**config.mk**
```make
export PLATFORM = sky130hd
export DESIGN_NAME = bcd_scan_display
export DESIGN_NICKNAME = d
export VERILOG_FILES = /design/src/rtl/bcd_scan_display.sv
export SDC_FILE = /design/constraint.sdc
export NUM_CORES = 1
export LEC_CHECK = 0
export BUFFER_PORTS_ARGS = -buffer_cell sky130_fd_sc_hd__buf_2
export CORE_AREA = 2 2 63 65
export CTS_BUF_LIST = sky130_fd_sc_hd__clkbuf_16
export CTS_CLUSTER_SIZE = 28
export DETAILED_ROUTE_END_ITERATION = 8
export DIE_AREA = 0 0 65 67
export MAX_ROUTING_LAYER = met4
export PLACE_DENSITY_LB_ADDON = 0.1
export REMOVE_ABC_BUFFERS = 1
export SLEW_MARGIN = 20
export SYNTH_ARGS = -nofsm -noshare
export SYNTH_HDL_FRONTEND = slang
export SYNTH_SLANG_ARGS = --single-unit
```
**constraint.sdc**
```tcl
create_clock -name clk -period 1.95 [get_ports clk]
set_input_delay 0.2925 -clock clk [delete_from_list [all_inputs] [get_ports clk]]
set_output_delay 0.2925 -clock clk [all_outputs]
set_load 0.1 [all_outputs]
```
**src/rtl/bcd_scan_display.sv**
```systemverilog
// 3-digit time-multiplexed common-anode 7-segment driver with frame-synchronous digit commit.
// Optional leading-zero blanking is compiled in when BLANK_LZ_EN is defined.
module bcd_scan_display #(
  parameter int DIV = 4
) (
  input  logic       clk,
  input  logic       rst,
  input  logic [3:0] ones,
  input  logic [3:0] tens,
  input  logic [3:0] hundreds,
  input  logic       in_valid,
  output logic       in_ready,
  output logic [2:0] an,
  output logic [6:0] seg,
  output logic       frame_done
);

  localparam int PW = (DIV > 1) ? $clog2(DIV) : 1;
  localparam logic [PW-1:0] PRESC_MAX = PW'(DIV - 1);

  typedef enum logic [1:0] {
    SCAN_ONES = 2'd0,
    SCAN_TENS = 2'd1,
    SCAN_HUND = 2'd2
  } scan_e;

  scan_e         state;
  scan_e         state_nx;
  logic [PW-1:0] presc;
  logic          tick;
  logic          wrap;
  logic          capture;

  logic          pending;
  logic [3:0]    hold_ones;
  logic [3:0]    hold_tens;
  logic [3:0]    hold_hund;
  logic [3:0]    shown_ones;
  logic [3:0]    shown_tens;
  logic [3:0]    shown_hund;

  logic [3:0]    cur_digit;
  logic [2:0]    cur_an;
  logic          cur_lit;

  function automatic logic [6:0] seg_code(input logic [3:0] d);
    logic [6:0] code;
    case (d)
      4'd0:    code = 7'h40;
      4'd1:    code = 7'h79;
      4'd2:    code = 7'h24;
      4'd3:    code = 7'h30;
      4'd4:    code = 7'h19;
      4'd5:    code = 7'h12;
      4'd6:    code = 7'h02;
      4'd7:    code = 7'h78;
      4'd8:    code = 7'h00;
      4'd9:    code = 7'h10;
      default: code = 7'h3F;
    endcase
    return code;
  endfunction

  assign tick     = (presc == PRESC_MAX);
  assign wrap     = tick && (state == SCAN_HUND);
  assign in_ready = !pending && !rst;
  assign capture  = in_valid && in_ready;

  always_ff @(posedge clk) begin
    if (rst) begin
      presc <= '0;
    end else if (tick) begin
      presc <= '0;
    end else begin
      presc <= presc + 1'b1;
    end
  end

  always_ff @(posedge clk) begin
    if (rst) begin
      state <= SCAN_ONES;
    end else begin
      state <= state_nx;
    end
  end

  always_comb begin
    state_nx = state;
    if (tick) begin
      case (state)
        SCAN_ONES: state_nx = SCAN_TENS;
        SCAN_TENS: state_nx = SCAN_HUND;
        default:   state_nx = SCAN_ONES;
      endcase
    end
  end

  always_comb begin
    cur_digit = shown_ones;
    cur_an    = 3'b110;
    cur_lit   = 1'b1;
    case (state)
      SCAN_TENS: begin
        cur_digit = shown_tens;
        cur_an    = 3'b101;
`ifdef BLANK_LZ_EN
        cur_lit   = !((shown_hund == 4'd0) && (shown_tens == 4'd0));
`endif
      end
      SCAN_HUND: begin
        cur_digit = shown_hund;
        cur_an    = 3'b011;
`ifdef BLANK_LZ_EN
        cur_lit   = (shown_hund != 4'd0);
`endif
      end
      default: begin
        cur_digit = shown_ones;
        cur_an    = 3'b110;
      end
    endcase
  end

  // Commit only at the frame wrap so every frame shows one consistent value.
  always_ff @(posedge clk) begin
    if (rst) begin
      pending    <= 1'b0;
      hold_ones  <= '0;
      hold_tens  <= '0;
      hold_hund  <= '0;
      shown_ones <= '0;
      shown_tens <= '0;
      shown_hund <= '0;
    end else if (wrap && pending) begin
      pending    <= 1'b0;
      shown_ones <= hold_ones;
      shown_tens <= hold_tens;
      shown_hund <= hold_hund;
    end else if (capture) begin
      pending    <= 1'b1;
      hold_ones  <= ones;
      hold_tens  <= tens;
      hold_hund  <= hundreds;
    end
  end

  always_ff @(posedge clk) begin
    if (rst) begin
      an         <= 3'b111;
      seg        <= 7'h7F;
      frame_done <= 1'b0;
    end else begin
      an         <= cur_lit ? cur_an : 3'b111;
      seg        <= cur_lit ? seg_code(cur_digit) : 7'h7F;
      frame_done <= wrap;
    end
  end

endmodule

```
Word level (Yosys, flattened, before mapping)
Memory sizes are Yosys's and may differ from the RTL's. A register that Yosys moved wholly into a read port is not among the register bits.
Cells that the tools add are included.
{"block": "totals", "reg_bits": 33, "romBits": 112, "output_inout_bits": 12, "mem_count": 1}
{"memory": "(no name shown)", "depth": 16, "width": 7, "read_ports": 1, "rd_clocked_by_memory_dff": 1, "wr": 0, "line": "48", "source": "case (d)"}
{"block": "op_classes", "addsub": 1, "eq_ne": 3, "mux": 3, "bitwise": 1, "reduce_logical": 10}
{"operator": "4-bit one-hot mux with 2 select lines", "count": 1}
{"operator": "3-bit one-hot mux with 2 select lines", "count": 1}
{"operator": "2-bit equality test (second input constant)", "count": 2}
{"operator": "1-bit logical AND", "count": 4}
{"operator": "2-bit one-hot mux with 2 select lines", "count": 1}
{"operator": "2-bit OR reduction", "count": 2}
{"operator": "2-bit by 1-bit adder with 2-bit output (second input constant)", "count": 1}
{"operator": "2-bit by 1-bit equality test with 1-bit output (second input constant)", "count": 1}
{"operator": "1-bit zero test", "count": 2}
{"operator": "2-bit zero test", "count": 1}
{"operator": "2-bit AND reduction", "count": 1}
{"operator": "1-bit inverter", "count": 1}

Depth between registers and ports, before layout
Gate-level depths: netlist (run 1).
{"block": "logic_depth", "word_depth": 5, "ltp_mapped": 12, "depth_no_buf": 10}

Least setup slack after synthesis (run 1)
No wires, ideal clock.
{"block": "synth_timing", "path_type": "input -> register", "from": "in rst", "to": "reg hold_hund[1]", "setup_time_ns": 0.122, "arrival_time_ns": 2.296, "path_slack_ns": -0.468, "cell_stages": 5, "path_cell_list": "clkbuf_1 -> nor2_1 -> and2_1 -> buf_2 -> o21ai_0"}
{"block": "synth_via", "elab_chain_len": 4}
{"item": "from (decl)", "line": "7", "source": "input logic rst,"}
{"item": "1-bit zero test", "line": "66", "source": "assign in_ready = !pending && !rst;"}
{"item": "1-bit logical AND", "line": "66"}
{"item": "via in_ready", "line": "12", "source": "output logic in_ready,"}
{"item": "1-bit logical AND", "line": "67", "source": "assign capture = in_valid && in_ready;"}
{"item": "2-bit AND reduction (no line)"}
{"item": "to (signal assigned)", "line": "143", "source": "hold_hund <= hundreds;"}
{"item": "to (decl)", "line": "37", "source": "logic [3:0] hold_hund;"}
The timed path passes the listed nets, and every way through them passes these cells.
A chain may end at the register's enable or synchronous reset.

Final worst setup path (run 1)
{"block": "layout_timing", "from": "reg state[1]", "to": "reg seg[5]"}
{"block": "layout_via", "elab_chain_len": 2, "word_cells_on_any_way": 3, "classes_between": "2 x eq/ne; 1 x mux"}
{"item": "from (decl)", "line": "27", "source": "scan_e state;"}
{"item": "from (signal assigned)", "line": "83", "source": "state <= state_nx;"}
{"item": "2-bit equality test / 2-bit by 1-bit equality test with 1-bit output (equally long branches)", "line": "102", "source": "case (state)"}
{"item": "4-bit one-hot mux with 2 select lines (*)", "line": "102"}
{"item": "to (decl)", "line": "14", "source": "output logic [6:0] seg,"}
Every way passes the cells marked *; elsewhere a longest branch is shown, timed or not.

==> report_table.html, run 1 <==
<table>
<tr><th>Metric</th><th>Value</th></tr>
<tr><th colspan="2">Power</th></tr>
<tr><td>Portion of total power attributed to combinational logic</td><td>18.7%</td></tr>
<tr><td>Part of the power in registers</td><td>44.1%</td></tr>
<tr><td>Psw</td><td>564 uW</td></tr>
<tr><td>Total power divided by cell area</td><td>903 nW/um^2</td></tr>
<tr><td>P_leak</td><td>0.843 nW</td></tr>
<tr><td>Switching share of power</td><td>28.3%</td></tr>
<tr><td>Internal power</td><td>1.43 mW</td></tr>
<tr><td>Clock network power share</td><td>37.2%</td></tr>
<tr><td>Worst vdd ir</td><td>0.523 mV</td></tr>
<tr><th colspan="2">Synth</th></tr>
<tr><td>Primary flip-flop cell chosen by synthesis mapping</td><td>dfxtp_1</td></tr>
<tr><td>Area of the mapped netlist</td><td>1760 um^2</td></tr>
<tr><td>Sequential cell area fraction in the yosys report</td><td>45.5%</td></tr>
<tr><td>Synth Register Bits</td><td>40</td></tr>
<tr><td>Post-synth ARST share</td><td>0%</td></tr>
<tr><td>Synth warn</td><td>0</td></tr>
<tr><td>Number of cells produced by synthesis</td><td>205</td></tr>
<tr><td>Number of enable flip-flop cells after synthesis</td><td>0</td></tr>
<tr><td>Area share of the leading cell type in the synthesized netlist</td><td>45.5%</td></tr>
<tr><td>Largest area contributor in the netlist</td><td>dfxtp_1</td></tr>
<tr><td>Top cells by area, synth</td><td>dfxtp_1, nand2_1, ha_1</td></tr>
<tr><td>Syn avg cell area</td><td>8.59 um^2</td></tr>
<tr><td>Number of library cell types mapped by synthesis</td><td>35</td></tr>
<tr><th colspan="2">Setup path</th></tr>
<tr><td>FF-to-FF Start</td><td>state[1]</td></tr>
<tr><td>Buf+Inv Stages, Crit Path</td><td>1</td></tr>
<tr><td>Cell type with the highest occurrence count on the critical path</td><td>ha_4</td></tr>
<tr><td>Required time at the endpoint of the critical path</td><td>2.10 ns</td></tr>
<tr><td>Delay of the slowest cell on the worst path</td><td>0.38 ns</td></tr>
<tr><td>Worst setup startpoint</td><td>state[1]</td></tr>
<tr><td>Critical path class</td><td>reg -&gt; reg</td></tr>
<tr><td>Standard cell with the maximum stage delay on the critical path</td><td>dfxtp_4</td></tr>
<tr><td>Data arrival time of the worst path</td><td>2.05 ns</td></tr>
<tr><td>Setup crit end kind</td><td>register</td></tr>
<tr><td>Cell Chain, Critical Path</td><td>inv_4 &gt; ha_4 &gt; a22oi_2 &gt; a21o_1 &gt; ha_4 &gt; nor2_1 &gt; a211o_1 &gt; a21oi_2 &gt; a21oi_1</td></tr>
<tr><td>Worst Setup Start Kind</td><td>register</td></tr>
<tr><td>Gate family responsible for the most delay along the worst path</td><td>compound AO/OA/AOI/OAI gates</td></tr>
<tr><td>Highest net fanout along the worst path</td><td>5</td></tr>
<tr><th colspan="2">Global route</th></tr>
<tr><td>Antenna violations before repair</td><td>0</td></tr>
<tr><td>Final global-route overflow total</td><td>0</td></tr>
<tr><td>Overall track demand over capacity in global routing</td><td>19.1%</td></tr>
<tr><td>Global-route wire length before repair</td><td>6150 um</td></tr>
<tr><td>Number of global-route vias before repair</td><td>1392</td></tr>
<tr><td>Largest net degree at the start of global routing</td><td>44</td></tr>
<tr><th colspan="2">CTS</th></tr>
<tr><td>Number of hold buffers added after cts</td><td>0</td></tr>
<tr><td>Clock transition time at the flip-flop clock pins of the worst setup and hold paths</td><td>0.05 ns</td></tr>
<tr><td>Total clock buffers created by CTS</td><td>5</td></tr>
<tr><td>Buffer depth of the longest clock path</td><td>2</td></tr>
<tr><td>Clock sink count</td><td>40</td></tr>
<tr><td>Clock latency at the later pin of the worst-skew pair</td><td>0.28 ns</td></tr>
<tr><td>Number of H-tree levels</td><td>2</td></tr>
<tr><td>TritonCTS clock tree</td><td>yes</td></tr>
<tr><td>Root buf cell</td><td>clkbuf_16</td></tr>
<tr><th colspan="2">Layout</th></tr>
<tr><td>Layout overhead on the synthesized area</td><td>25.2%</td></tr>
<tr><td>Number of fillers in the final layout</td><td>304</td></tr>
<tr><td>Non-Filler Cell Area, Final</td><td>2200 um^2</td></tr>
<tr><td>ANT cells</td><td>0</td></tr>
<tr><td>Commonest non-fill, non-tap cell in the layout</td><td>nand2_1</td></tr>
<tr><td>Area of combinational cells with multiple inputs</td><td>966 um^2</td></tr>
<tr><td>Number of nets at the end of the flow</td><td>260</td></tr>
<tr><td>Proportion of layout cells with a drive suffix above 1</td><td>27.2%</td></tr>
<tr><td>Sequential cell area</td><td>808 um^2</td></tr>
<tr><td>Most frequent cells in the layout</td><td>nand2_1, dfxtp_1, buf_2, a21oi_1</td></tr>
<tr><td>Share of the core filled with cells in the final layout</td><td>61.1%</td></tr>
<tr><th colspan="2">STA</th></tr>
<tr><td>Max Fclk</td><td>527 MHz</td></tr>
<tr><td>Slew at the pin closest to its max-slew limit</td><td>0.486 ns</td></tr>
<tr><td>Final setup viols</td><td>0</td></tr>
<tr><td>Setup repair after global routing missed its margin</td><td>true</td></tr>
<tr><td>Final period util</td><td>97.3%</td></tr>
<tr><td>Number of endpoints with negative hold slack in the final report</td><td>0</td></tr>
<tr><td>Max Clock Skew</td><td>0.00258 ns</td></tr>
<tr><td>Final Max Slew Viols</td><td>0</td></tr>
<tr><td>Aggregate negative setup slack</td><td>0 ns</td></tr>
<tr><td>Shortest period the worst path allows</td><td>1.90 ns</td></tr>
<tr><td>Worst-case headroom to the max-slew limit</td><td>67.8%</td></tr>
<tr><th colspan="2">Placed design</th></tr>
<tr><td>Post-detail-place hpwl</td><td>2330 um</td></tr>
<tr><td>Final weighted congestion in routability-driven placement</td><td>0.909</td></tr>
<tr><td>Post-DP Area</td><td>1950 um^2</td></tr>
<tr><td>Port bufs</td><td>26</td></tr>
<tr><th colspan="2">Route</th></tr>
<tr><td>Routed WL</td><td>3500 um</td></tr>
<tr><td>Per-cell routed wire length</td><td>12.4 um</td></tr>
<tr><td>Residual antenna-violating net count after detailed routing</td><td>0</td></tr>
<tr><td>Total number of vias</td><td>1414</td></tr>
<tr><td>Number of remaining DRC errors</td><td>0</td></tr>
<tr><td>Number of DRC markers after the initial detailed-route iteration</td><td>90</td></tr>
<tr><td>Via-per-instance ratio</td><td>5.00</td></tr>
<tr><td>Number of optimization iterations in the first detailed-route pass</td><td>4</td></tr>
<tr><th colspan="2">Floorplan</th></tr>
<tr><td>Standard cell core area</td><td>3610 um^2</td></tr>
<tr><td>Initial Util</td><td>48.8%</td></tr>
<tr><td>Top-level port count</td><td>27</td></tr>
<tr><td>Die height</td><td>67 um</td></tr>
<tr><td>Horizontal extent of the die</td><td>65 um</td></tr>
<tr><td>Number of standard-cell rows in the floorplan</td><td>22</td></tr>
<tr><td>Die footprint</td><td>4360 um^2</td></tr>
<tr><th colspan="2">Run</th></tr>
<tr><td>Maximum Capacitance Violations</td><td>0</td></tr>
<tr><th colspan="2">Worst hold path</th></tr>
<tr><td>Hold/Removal Path Class</td><td>in -&gt; reg</td></tr>
<tr><td>Hold Path Origin</td><td>ones[2]</td></tr>
<tr><th colspan="2">Status</th></tr>
<tr><td>Outcome</td><td>finished, final reports clean</td></tr>
</table>
-- area by class of cell --
| cell class | instances | area share (%) |
|---|---|---|
| tap | 48 | 2.72 |
| inverter | 6 | 1.14 |
| clock inverter | 2 | 0.341 |
| multi-input combinational | 145 | 43.8 |
| clock buffer | 5 | 5.68 |
| timing repair buffer | 37 | 9.65 |
| sequential | 40 | 36.7 |
-- stage by stage --
stage	hold slack, ns	setup WS, ns	power [mW]	instances
after floorplan	0.362	-0.528	1.15	191
after global placement	0.413	0.0362	1.23	273
after detailed placement	0.423	-0.0448	1.24	273
after CTS	0.203	0.000349	1.99	281
after global routing	0.222	-0.0544	2.08	283
final	0.208	0.0525	1.99	283
-- worst reg2reg max path, delay by kind of cell (launching register included) --
family                   cells  cell delay, ns
AO/OA/AOI/OAI                5            0.94
AND/OR/NAND/NOR              1            0.05
flip-flops                   1            0.38
buffers and inverters        1            0.06
adder cells (fa/ha/maj)      2            0.35
-- state kept, by name, summed over array words and instances, names as in the netlist --
name,cells
seg,7
shown_tens,4
state,2
shown_ones,4
pending,1
hold_tens,4
hold_hund,4
shown_hund,4
presc,2
frame_done,1
hold_ones,4
an,3
-- power by group through the flow --
stage	Combinational, mW	Sequential, mW	Clock [mW]
2_1_floorplan	0.116	1.04	0
3_3_place_gp	0.331	0.896	0
3_5_place_dp	0.340	0.898	0
4_1_cts	0.354	0.879	0.761
5_1_grt	0.396	0.884	0.800
6_report	0.372	0.879	0.741
-- routing by layer --
metal  part of all wire [%]  track usage [%]  vias up
met1                     46             21.8      639
met2                     48             31.1       29
met3                    4.4             6.08        4
met5                      0                -        -
li1                       -                -      742
met4                    1.3             7.98        0
-- path summary, 6_finish.rpt --
| path | end | slack, ns | cells after the start |
|---|---|---|---|
| max | seg[5] | 0.05 | 9 |
| max reg2reg | seg[5] | 0.05 | 9 |
| min | hold_ones[2] | 0.21 | 3 |
| min reg2reg | presc[0] | 0.43 | 1 |
-- cells by family (layout without fill, tap and decap cells) --
family                   count (synthesis)  count (layout)  share of synthesized area (%)
multiplexers                             6               6                           3.70
adder cells (fa/ha/maj)                 10              10                           7.11
AND/OR/NAND/NOR                         83              83                           23.4
flip-flops                              40              40                           45.5
buffers and inverters                   20              50                           4.90
AO/OA/AOI/OAI                           46              46                           15.4
-- cells in the mapped netlist (2+ instances only) --
master	n
a21o_1	2
a21oi_1	18
a22oi_1	2
buf_2	6
clkbuf_1	6
dfxtp_1	40
ha_1	10
inv_1	6
mux2i_1	5
nand2_1	41
nand2b_1	13
nand3_1	3
nor2_1	13
nor3_1	2
nor4_2	4
o21ai_0	13
o22ai_1	3
-- what timing repair did --
action | CTS | global route
resized for setup | 11 | 10
setup endpoints to repair | 4 | 5
cloned | 0 | 0
pin swaps | 2 | 9
buffers inserted | 1 | 2
(Power assumes the default switching activity.)
==> run 2, diff against run 1 <==
--- a/config.mk
+++ b/config.mk
@@ -6,11 +6,11 @@
 export NUM_CORES = 1
 export LEC_CHECK = 0
 export BUFFER_PORTS_ARGS = -buffer_cell sky130_fd_sc_hd__buf_2
-export CORE_AREA = 2 2 63 65
+export CORE_AREA = 2 2 70 72
 export CTS_BUF_LIST = sky130_fd_sc_hd__clkbuf_16
 export CTS_CLUSTER_SIZE = 28
 export DETAILED_ROUTE_END_ITERATION = 8
-export DIE_AREA = 0 0 65 67
+export DIE_AREA = 0 0 72 74
 export MAX_ROUTING_LAYER = met4
 export PLACE_DENSITY_LB_ADDON = 0.1
 export REMOVE_ABC_BUFFERS = 1
==> run 2 against run 1 <==
Sequential share of layout area increased by 0.42 points. Global-route usage fell by 4.4 points. Critical endpoint is now seg[0]. Cell count rose by 2.1%. Maximum frequency up 1.5%. Clock power rose by 2.8%.
==> report_table.html, run 2 (synthesized netlist as in run 1, its figures left out) <==
<table>
<tr><th>Metric</th><th>Value</th></tr>
<tr><th colspan="2">Setup path</th></tr>
<tr><td>Gate family responsible for the most delay along the worst path</td><td>adder cells</td></tr>
<tr><td>Worst Setup Start Kind</td><td>register</td></tr>
<tr><td>Required time at the endpoint of the critical path</td><td>2.10 ns</td></tr>
<tr><td>Critical path class</td><td>reg -&gt; reg</td></tr>
<tr><td>Cell Chain, Critical Path</td><td>inv_2 &gt; ha_4 &gt; nor2_1 &gt; a21o_1 &gt; buf_4 &gt; buf_4 &gt; ha_1 &gt; nor4_2 &gt; a21oi_1</td></tr>
<tr><td>Data arrival time of the worst path</td><td>2.02 ns</td></tr>
<tr><td>Setup crit end kind</td><td>register</td></tr>
<tr><td>Cell type with the highest occurrence count on the critical path</td><td>buf_4</td></tr>
<tr><td>Delay of the slowest cell on the worst path</td><td>0.37 ns</td></tr>
<tr><td>Buf+Inv Stages, Crit Path</td><td>3</td></tr>
<tr><td>Highest net fanout along the worst path</td><td>6</td></tr>
<tr><td>Standard cell with the maximum stage delay on the critical path</td><td>dfxtp_4</td></tr>
<tr><th colspan="2">Floorplan</th></tr>
<tr><td>Top-level port count</td><td>27</td></tr>
<tr><td>Horizontal extent of the die</td><td>72 um</td></tr>
<tr><td>Initial Util</td><td>38.3%</td></tr>
<tr><td>Standard cell core area</td><td>4600 um^2</td></tr>
<tr><td>Die height</td><td>74 um</td></tr>
<tr><td>Number of standard-cell rows in the floorplan</td><td>25</td></tr>
<tr><td>Die footprint</td><td>5330 um^2</td></tr>
<tr><th colspan="2">Placed design</th></tr>
<tr><td>Post-DP Area</td><td>1950 um^2</td></tr>
<tr><td>Final weighted congestion in routability-driven placement</td><td>0.869</td></tr>
<tr><td>Worst slack after detailed placement</td><td>-0.0476 ns</td></tr>
<tr><td>Port bufs</td><td>26</td></tr>
<tr><td>Post-detail-place hpwl</td><td>2380 um</td></tr>
<tr><th colspan="2">Global route</th></tr>
<tr><td>Global-route wire length before repair</td><td>5930 um</td></tr>
<tr><td>Number of global-route vias before repair</td><td>1348</td></tr>
<tr><td>Overall track demand over capacity in global routing</td><td>14.7%</td></tr>
<tr><td>Largest net degree at the start of global routing</td><td>44</td></tr>
<tr><td>Final global-route overflow total</td><td>0</td></tr>
<tr><td>Antenna violations before repair</td><td>0</td></tr>
<tr><th colspan="2">STA</th></tr>
<tr><td>Max Clock Skew</td><td>0.00391 ns</td></tr>
<tr><td>Number of endpoints with negative hold slack in the final report</td><td>0</td></tr>
<tr><td>Slew at the pin closest to its max-slew limit</td><td>0.485 ns</td></tr>
<tr><td>Final period util</td><td>95.8%</td></tr>
<tr><td>Max Fclk</td><td>535 MHz</td></tr>
<tr><td>Final Max Slew Viols</td><td>0</td></tr>
<tr><td>Worst-case headroom to the max-slew limit</td><td>67.9%</td></tr>
<tr><td>Final setup viols</td><td>0</td></tr>
<tr><td>Setup repair after global routing missed its margin</td><td>true</td></tr>
<tr><td>Min setup slack post-route</td><td>0.0812 ns</td></tr>
<tr><td>Shortest period the worst path allows</td><td>1.87 ns</td></tr>
<tr><th colspan="2">Power</th></tr>
<tr><td>Clock network power share</td><td>38.1%</td></tr>
<tr><td>Portion of total power attributed to combinational logic</td><td>17.8%</td></tr>
<tr><td>Total power divided by cell area</td><td>917 nW/um^2</td></tr>
<tr><td>Worst vdd ir</td><td>0.434 mV</td></tr>
<tr><td>P_leak</td><td>0.837 nW</td></tr>
<tr><td>Internal power</td><td>1.43 mW</td></tr>
<tr><td>Part of the power in registers</td><td>44.1%</td></tr>
<tr><td>Psw</td><td>570 uW</td></tr>
<tr><td>Switching share of power</td><td>28.5%</td></tr>
<tr><th colspan="2">Status</th></tr>
<tr><td>Outcome</td><td>finished, final reports clean</td></tr>
<tr><th colspan="2">Layout</th></tr>
<tr><td>Register with the most flip-flops</td><td>seg</td></tr>
<tr><td>Number of fillers in the final layout</td><td>459</td></tr>
<tr><td>Layout overhead on the synthesized area</td><td>23.8%</td></tr>
<tr><td>ANT cells</td><td>0</td></tr>
<tr><td>Number of nets at the end of the flow</td><td>260</td></tr>
<tr><td>Most frequent cells in the layout</td><td>nand2_1, dfxtp_1, buf_2, a21oi_1</td></tr>
<tr><td>Commonest non-fill, non-tap cell in the layout</td><td>nand2_1</td></tr>
<tr><td>Max FFs per register</td><td>7</td></tr>
<tr><td>Proportion of layout cells with a drive suffix above 1</td><td>27.2%</td></tr>
<tr><td>Non-Filler Cell Area, Final</td><td>2180 um^2</td></tr>
<tr><th colspan="2">Route</th></tr>
<tr><td>Number of optimization iterations in the first detailed-route pass</td><td>4</td></tr>
<tr><td>Residual antenna-violating net count after detailed routing</td><td>0</td></tr>
<tr><td>Per-cell routed wire length</td><td>11.7 um</td></tr>
<tr><td>Number of DRC markers after the initial detailed-route iteration</td><td>92</td></tr>
<tr><td>Number of remaining DRC errors</td><td>0</td></tr>
<tr><td>Via-per-instance ratio</td><td>4.85</td></tr>
<tr><td>Routed WL</td><td>3380 um</td></tr>
<tr><td>Total number of vias</td><td>1402</td></tr>
<tr><th colspan="2">CTS</th></tr>
<tr><td>Buffer depth of the longest clock path</td><td>2</td></tr>
<tr><td>Number of hold buffers added after cts</td><td>0</td></tr>
<tr><td>Clock transition time at the flip-flop clock pins of the worst setup and hold paths</td><td>0.05 ns</td></tr>
<tr><td>Number of H-tree levels</td><td>2</td></tr>
<tr><td>Clock latency at the later pin of the worst-skew pair</td><td>0.28 ns</td></tr>
<tr><td>Total clock buffers created by CTS</td><td>5</td></tr>
<tr><td>TritonCTS clock tree</td><td>yes</td></tr>
<tr><td>Root buf cell</td><td>clkbuf_16</td></tr>
<tr><td>Clock sink count</td><td>40</td></tr>
<tr><th colspan="2">Run</th></tr>
<tr><td>Maximum Capacitance Violations</td><td>0</td></tr>
<tr><th colspan="2">Worst hold path</th></tr>
<tr><td>Hold/Removal Path Class</td><td>in -&gt; reg</td></tr>
</table>
-- run 2: changes by cell type in the layout (fill, tap and decap cells not counted), sizes merged --
| cell | delta |
|---|---|
| clkinvlp | +1 |
| clkinv | -1 |
-- run 2: path summary, 6_finish.rpt --
check	cells past startpoint	endpoint	startpoint	slack, ns
max	9	seg[0]	state[0]	0.08
min	3	hold_tens[3]	tens[3]	0.21
max reg2reg	9	seg[0]	state[0]	0.08
min reg2reg	1	presc[0]	presc[0]	0.45
-- run 2: stage by stage --
| stage | instances | power [mW] | utilization (%) | hold WS (ns) | setup TNS (ns) |
|---|---|---|---|---|---|
| floorplan | 191 | 1.15 | - | 0.362 | -6.36 |
| global placement | 279 | 1.23 | 42.5 | 0.412 | 0 |
| detailed placement | 279 | 1.24 | 42.5 | 0.428 | -0.140 |
| CTS | 287 | 2.01 | 46.1 | 0.205 | 0 |
| global route | 289 | 2.10 | 47.4 | 0.223 | -0.0150 |
| finish | 289 | 2.00 | 47.4 | 0.208 | 0 |
-- run 2: area by class of cell --
cell class,instances,area (um^2),area share [%]
clock buffer,5,125,5.74
inverter,6,22.5,1.03
multi-input combinational,145,931,42.7
sequential,40,808,37.1
clock inverter,2,12.5,0.574
tap,54,67.6,3.10
timing repair buffer,37,213,9.76
-- run 2: worst reg2reg max path, cell delays in order, from the launching register on --
cell and delay, ns:
dfxtp_4 0.37, inv_2 0.07, ha_4 0.30, nor2_1 0.05
a21o_1 0.19, buf_4 0.16, buf_4 0.12, ha_1 0.20
nor4_2 0.22, a21oi_1 0.07
-- run 2: routing by layer --
layer	track usage, %	wire length [um]	vias up
li1	-	-	741
met1	16.8	1590	632
met2	24.2	1590	23
met3	4.07	140	6
met4	6.29	55	0
met5	-	0	-
-- run 2: repair_timing --
action,CTS,global route
pin swaps,1,8
endpoints found under the hold margin,0,0
setup endpoints to repair,5,7
buffers inserted,1,2
resized for setup,5,11
-- run 2: power by group through the flow --
stage                     combinational (mW)  clock, mW  sequential (mW)
final                                  0.356      0.762            0.880
after global routing                   0.384      0.827            0.886
after CTS                              0.346      0.784            0.881
after detailed placement               0.339          0            0.898
after global placement                 0.333          0            0.897
after floorplan                        0.116          0             1.04
